$ cat src/rtl/vblank_arbiter.sv
// Round-robin arbiter for the frame-buffer/sprite-RAM write port. Grants are
// issued only inside vertical blank, and each requester is served at most once per frame.
module vblank_arbiter #(
    parameter int N_REQ           = 4,
    parameter int LAST_GRANT_LINE = 624,
    localparam int ID_W           = $clog2(N_REQ)
) (
    input  logic             clk,
    input  logic             rst_n,
    input  logic             v_blank,
    input  logic [10:0]      v_cnt,
    input  logic [N_REQ-1:0] req,
    input  logic [N_REQ-1:0] done,
    output logic [N_REQ-1:0] gnt,
    output logic [ID_W-1:0]  gnt_id,
    output logic             gnt_valid,
    output logic             frame_start,
    output logic             abort
);

    typedef enum logic [1:0] {
        WAIT_BLANK,
        ARBITRATE,
        GRANTED,
        CLOSED
    } state_t;

    localparam logic [10:0]      LAST_LINE = 11'(LAST_GRANT_LINE);
    localparam logic [ID_W-1:0]  LAST_IDX  = ID_W'(N_REQ - 1);
    localparam logic [N_REQ-1:0] ONE_HOT0  = N_REQ'(1);

    state_t           state;
    logic             v_blank_q;
    logic [N_REQ-1:0] served;
    logic [ID_W-1:0]  rr_ptr;

    logic [N_REQ-1:0] pend;
    logic             pick_found;
    logic [ID_W-1:0]  pick_idx;
    logic [ID_W-1:0]  scan_idx;

    function automatic logic [ID_W-1:0] next_idx(input logic [ID_W-1:0] idx);
        return (idx == LAST_IDX) ? '0 : idx + 1'b1;
    endfunction

    assign pend = req & ~served;

    // Scan pending requests starting at rr_ptr and wrapping at N_REQ-1.
    always_comb begin
        pick_found = 1'b0;
        pick_idx   = rr_ptr;
        scan_idx   = rr_ptr;
        for (int i = 0; i < N_REQ; i++) begin
            if (!pick_found && pend[scan_idx]) begin
                pick_found = 1'b1;
                pick_idx   = scan_idx;
            end
            scan_idx = next_idx(scan_idx);
        end
    end

    always_ff @(posedge clk or negedge rst_n) begin
        if (!rst_n) begin
            state       <= WAIT_BLANK;
            v_blank_q   <= 1'b1;
            served      <= '0;
            rr_ptr      <= '0;
            gnt         <= '0;
            gnt_id      <= '0;
            gnt_valid   <= 1'b0;
            frame_start <= 1'b0;
            abort       <= 1'b0;
        end else begin
            v_blank_q   <= v_blank;
            frame_start <= 1'b0;
            abort       <= 1'b0;
            case (state)
                WAIT_BLANK: begin
                    if (v_blank && !v_blank_q) begin
                        frame_start <= 1'b1;
                        served      <= '0;
                        state       <= ARBITRATE;
                    end
                end
                ARBITRATE: begin
                    if (!v_blank) begin
                        state <= WAIT_BLANK;
                    end else if (v_cnt > LAST_LINE) begin
                        state <= CLOSED;
                    end else if (pick_found) begin
                        gnt       <= ONE_HOT0 << pick_idx;
                        gnt_id    <= pick_idx;
                        gnt_valid <= 1'b1;
                        state     <= GRANTED;
                    end
                end
                GRANTED: begin
                    // A release wins over the end of blank, so no abort then.
                    if (done[gnt_id] || !req[gnt_id]) begin
                        served[gnt_id] <= 1'b1;
                        rr_ptr         <= next_idx(gnt_id);
                        gnt            <= '0;
                        gnt_valid      <= 1'b0;
                        state          <= ARBITRATE;
                    end else if (!v_blank) begin
                        abort     <= 1'b1;
                        rr_ptr    <= next_idx(gnt_id);
                        gnt       <= '0;
                        gnt_valid <= 1'b0;
                        state     <= WAIT_BLANK;
                    end
                end
                CLOSED: begin
                    gnt       <= '0;
                    gnt_valid <= 1'b0;
                    if (!v_blank) begin
                        state <= WAIT_BLANK;
                    end
                end
                default: state <= WAIT_BLANK;
            endcase
        end
    end

endmodule

$ cat config.mk
export PLATFORM = sky130hd
export DESIGN_NAME = vblank_arbiter
export DESIGN_NICKNAME = d
export VERILOG_FILES = /design/src/rtl/vblank_arbiter.sv
export SDC_FILE = /design/constraint.sdc
export NUM_CORES = 1
export LEC_CHECK = 0
export BUFFER_PORTS_ARGS = -buffer_cell sky130_fd_sc_hd__buf_2
export CAP_MARGIN = 40
export CORE_UTILIZATION = 40
export DETAILED_ROUTE_END_ITERATION = 8
export GPL_TIMING_DRIVEN = 0
export MAX_ROUTING_LAYER = met4
export PLACE_DENSITY = 0.75
export SLEW_MARGIN = 20
export SYNTH_ARGS = -nofsm -noshare
export SYNTH_HDL_FRONTEND = slang
export SYNTH_SLANG_ARGS = --single-unit
$ cat constraint.sdc
create_clock -name clk -period 5.2 [get_ports clk]
set_input_delay 0.26 -clock clk [delete_from_list [all_inputs] [get_ports clk]]
set_output_delay 0.26 -clock clk [all_outputs]
set_load 0.1 [all_outputs]
== Yosys cells after proc, flatten, opt, wreduce, memory -nomap -nowiden ==
Index checks and enable logic that the tools add are counted.

* Add/sub/neg operators: 4
* Magnitude comparators: 7
* Eq/ne operators: 15
* Shifts and indexed selects: 1
* Multiplexer cells: 54
* Bitwise gates (word level): 4
* Reduce and logical (&&, ||, !) cells: 19

{| class="wikitable"
|+ Operators by type and width
! cell !! count
|-
| $mux W2 || 15
|-
| $mux W4 || 7
|-
| $mux W1 || 21
|-
| $lt A2 B3 Y1 const B || 5
|-
| $bmux W1 S2 || 6
|-
| $eq A2 B2 Y1 const B || 6
|-
| $pmux W4 S3 || 1
|-
| $gt A11 B10 Y1 const B || 1
|-
| $ne A2 B2 Y1 const B || 5
|-
| $add A2 B1 Y2 const B || 4
|-
| $pmux W2 S4 || 1
|-
| $pmux W4 S2 || 1
|-
| $logic_and A1 B1 Y1 || 5
|-
| $logic_not A1 Y1 || 5
|-
| $reduce_and A5 Y1 || 1
|-
| $and A4 B4 Y4 || 1
|-
| $ne A4 B4 Y1 const B || 1
|-
| $not A4 Y4 || 1
|-
| $or A4 B4 Y4 || 1
|-
| $reduce_and A2 Y1 || 2
|-
| $reduce_and A4 Y1 || 1
|-
| $shl A1 B2 Y4 const A || 1
|-
| $ne A3 B3 Y1 const B || 1
|-
| $pmux W1 S3 || 1
|-
| 10 further kinds || 10
|}

* Register bits after elaboration: 18
* Input bits: 22
* Word-level logic and storage cells: 113

== Logic depth before layout (Yosys ltp) ==
* Depth in word-level cells: 19
* Gate-level depth with buffers: 8

== Worst setup path after synthesis ==
OpenSTA, ideal clock, no wires.

* Path type: register to register
* Start: register gnt_id[0]
* End: register gnt[0]
* Arrival: 2286 ps
* Data required time: 5077 ps
* Setup slack: 2791 ps
* Cell stages (with the launch flop): 7
* Buffers on the path: 0
* Period minus slack after synthesis: 2409 ps
* Path through: dfrtp_1 > inv_1 > mux4_2 > nand2_1 > nand2_1 > a32o_2 > a32o_1

* Word-level cells in the longest chain between the ends: 6
* Elaborated cells between the ends (all ways): 10
* Classes of those cells: eq/ne: 1; mux: 6; reduce/logical: 3

{| class="wikitable"
|+ Ends and longest elaborated chain
! item !! RTL line !! RTL
|-
| start: declaration || 15 || <nowiki>output logic [ID_W-1:0] gnt_id,</nowiki>
|-
| start signal: assignment || 92 || <nowiki>gnt_id <= pick_idx;</nowiki>
|-
| $bmux W1 S2 || 99 || <nowiki>if (done[gnt_id] || !req[gnt_id]) begin</nowiki>
|-
| $mux W1 (not written as such) || 99 ||
|-
| $logic_not A1 Y1 || 99 ||
|-
| $logic_or A1 B1 Y1 (*) || 99 ||
|-
| $ne A3 B3 Y1 (no line) or $mux W4 (tied branches) || n/a ||
|-
| $reduce_and A5 Y1 (no line) or $pmux W4 S3 (tied branches) || n/a ||
|-
| end signal: assignment || 91 || <nowiki>gnt <= ONE_HOT0 << pick_idx;</nowiki>
|-
| end: declaration || 14 || <nowiki>output logic [N_REQ-1:0] gnt,</nowiki>
|}

Mark *: on every way between the ends. The rest lies on a longest branch, timed or not. The select of a mux whose other input is x is not followed.
A chain may end at the register's enable or synchronous reset.

== Worst setup path after layout ==
* Start: register rr_ptr[0]
* End: register gnt[2]

* Word-level cells in the longest chain between the ends: 17
* Elaborated cells between the ends (all ways): 37
* Classes of those cells: add/sub: 3; eq/ne: 4; shift: 1; mux: 22; reduce/logical: 7

{| class="wikitable"
|+ Ends and longest elaborated chain
! item !! RTL line !! RTL
|-
| start: declaration || 35 || <nowiki>logic [ID_W-1:0] rr_ptr;</nowiki>
|-
| start signal: assignment || 101 || <nowiki>rr_ptr <= next_idx(gnt_id);</nowiki>
|-
| start signal: assignment || 107 || <nowiki>rr_ptr <= next_idx(gnt_id);</nowiki>
|-
| parallel branches: the longest is 17 deep, another holds $add A2 B1 Y2 || n/a ||
|}

Parallel ways; which one is timed is not known. The select of a mux whose other input is x is not followed.

==> results.toml <==
[outcome]
status = "complete, no violations"

[global_routing]
grt_max_degree = 19
grt_pass1_vias = 917
antenna_found_initial = 0
grt.overflow.total = 0
grt_pass1_wl_um = 4090
grt_use_total = 0.171

[clock_network]
cts_resized = 0
cts_buffers = 3
clk_pin_slew_ps = 100
clk_path_buf_depth = 2
cts_sinks = 18
hold_buffers = 1
htreeDepth = 1
cts_tree = "yes"
cts_root_buf = "clkbuf_4"
post_cts_buffers = 0
worstSkewPairLatency_ps = 300

[power]
vdd_drop_max_v = 0.000648
p_leak_nw = 0.693
switching_power_uw = 533
pwr-share-comb = 0.679
swShare = 0.519
p_int_uw = 494
p_per_area_nw_per_um2 = 718
clkPwrFrac = 0.086
power_frac_seq = 0.235

[floorplan]
dieArea_um2 = 3200
start_util = 0.428
fp.dieH_um = 56.5
die-width_um = 56.5
io_pins = 31
rows = 19
coreArea_um2 = 2780

[drt]
via_per_inst = 5.51
drtIter0Drc = 19
antenna_left = 0
drc_errors = 0
firstDrtPassIters = 4
vias = 975
wire_per_inst_um = 13.5
finalWirelength_um = 2380

[synth]
synth_top_area_cell = "dfrtp_1"
syn_area_um2 = 1190
synth.avg_cell_area_um2 = 10.8
seq_area_frac_synth = 0.380
synthTopCellsByArea = "dfrtp_1, mux4_2, ha_1, nor2b_1, a21oi_1"
synth_top_area_frac = 0.358
yosys.cell_types.count = 38
synth_fp_nets = 137
yosysWarnings = 0
ys_ff_latch = 18
netlist_instances = 110

[placement]
place_congestion = 0.793
dpl.hpwl_um = 1900
numPlacedInstances = 171
numPortBuffers = 30

[min_path]
holdCritStartpoint = "v_blank"
hp-class = "input port to flip-flop"

[final_layout]
antenna_cells = 0
areaGrowthSynthToFinish_pct = 20.2
fin_nets = 174
multi_input_area_um2 = 698
finalNonFillerCells = 177
fillers = 258
drive_gt1_frac = 0.349
regArea_um2 = 452
final_util = 0.514

[timing]
finClkSkew_ps = 1.58
finalSetupViolCount = 0
rsz0062_at_grt = "false"
post-route-min-period_ps = 2540
fin_crit_sh = 0.489
finalHoldViolCount = 0
fmax_mhz = 393
worst_pin_slew_ps = 489
finalSetupTns_ps = 0
slew-limit-headroom = 0.676
slew_violations = 0

[worst_setup_path]
critPathKind = "flip-flop to flip-flop"
timing.rr.start = "rr_ptr[0]"
crit_path_end_kind = "flip-flop"
crit_arrival_ps = 2740
worst_setup_path_start_kind = "flip-flop"
path_max_fanout = 9
crit_path_start = "rr_ptr[0]"
rrSetupSlack_ps = 2660
worstPathRequired_ps = 5400

[job]
cap_violations = 0
==> routing by layer <==
layer | part of all wire | vias up | track usage
met5 | 0 | - | -
met4 | 0.010 | 0 | 0.0627
met3 | 0.039 | 4 | 0.0276
met2 | 0.48 | 27 | 0.271
met1 | 0.47 | 460 | 0.220
li1 | - | 484 | -
==> synthesized netlist by cell type, drive strengths merged <==
library cell and count:
mux2 3, nor3b 1, clkbuf 1, dfstp 1, a21oi 8, ha 5, mux2i 4, mux4 4
dfrtp 17, nand2 5, nand4bb 1, nand4b 1, a21boi 2, o21ai 4, a32o 5, nand3b 1
xor2 1, buf 1, o211ai 1, nor4b 1, nand3 2, a31o 1, a22o 3, nor2b 9
a21bo 1, nor4 1, nor2 10, nand2b 5, nand4 1, and3 3, a21o 2, a22oi 1
inv 4
==> worst paths after layout <==
path	to	cells past startpoint
setup / recovery	gnt[2]	6
max in group asynchronous	v_blank_q	2
min in group asynchronous	gnt[1]	2
setup reg to reg	gnt[2]	6
hold / removal	v_blank_q	1
hold reg to reg	gnt_valid	1
==> registers in the layout (all words and copies together), names as in the netlist <==
name	count
served	4
gnt	4
v_blank_q	1
gnt_id	2
rr_ptr	2
abort	1
gnt_valid	1
state	2
frame_start	1
==> logic make-up (layout without fill, tap and decap cells) <==
group,count (synthesis),in the layout,synth area share
buffers and inverters,6,42,0.0336
AO/OA/AOI/OAI,28,28,0.174
multiplexers,11,11,0.138
adder cells (fa/ha/maj),5,5,0.0526
flip-flops,18,18,0.380
XOR/XNOR,1,1,0.00736
AND/OR/NAND/NOR,41,41,0.216
==> power by group through the flow <==
stage / Clock (mW) / Combinational, mW / Sequential (mW)
floorplan: 0 / 0.394 / 0.418
global placement: 0 / 0.672 / 0.242
detailed placement: 0 / 0.691 / 0.244
CTS: 0.0917 / 0.693 / 0.241
global route: 0.0997 / 0.753 / 0.248
finish: 0.0882 / 0.698 / 0.241
==> stage by stage <==
step	total power [mW]	hold WS, ps	setup WS, ps	cell area [um2]
floorplan	0.812	-35.6	2790	1190
global placement	0.914	208	2720	1380
detailed placement	0.935	218	2670	1380
CTS	1.03	101	2660	1430
global route	1.10	100	2550	1430
finish	1.03	117	2660	1430
==> worst max-delay path, stage by stage, from the launching register on <==
cell,delay (ps)
dfrtp_1,490
ha_1,460
mux4_2,590
nand4b_1,270
and3_1,240
buf_6,130
a32o_1,250
==> cells in the final DEF, fill, tap and decap left out, types with 3 or more instances in the layout <==
cell / instances
dfrtp_1: 17
clkbuf_4: 3
a21oi_1: 8
inv_1: 4
a32o_1: 4
buf_2: 30
o21ai_0: 4
ha_1: 5
nor2_1: 9
mux2i_1: 4
mux4_2: 4
nand2_1: 5
nor2b_1: 9
nand2b_1: 3
a22o_1: 3
==> final cells by class <==
class                      instances  area share
multi-input combinational         86       0.488
sequential                        18       0.316
timing repair buffer              32       0.115
tap                               31      0.0271
clock buffer                       4      0.0254
buffer                             2      0.0175
inverter                           4      0.0105
(Power assumes the default switching activity.)
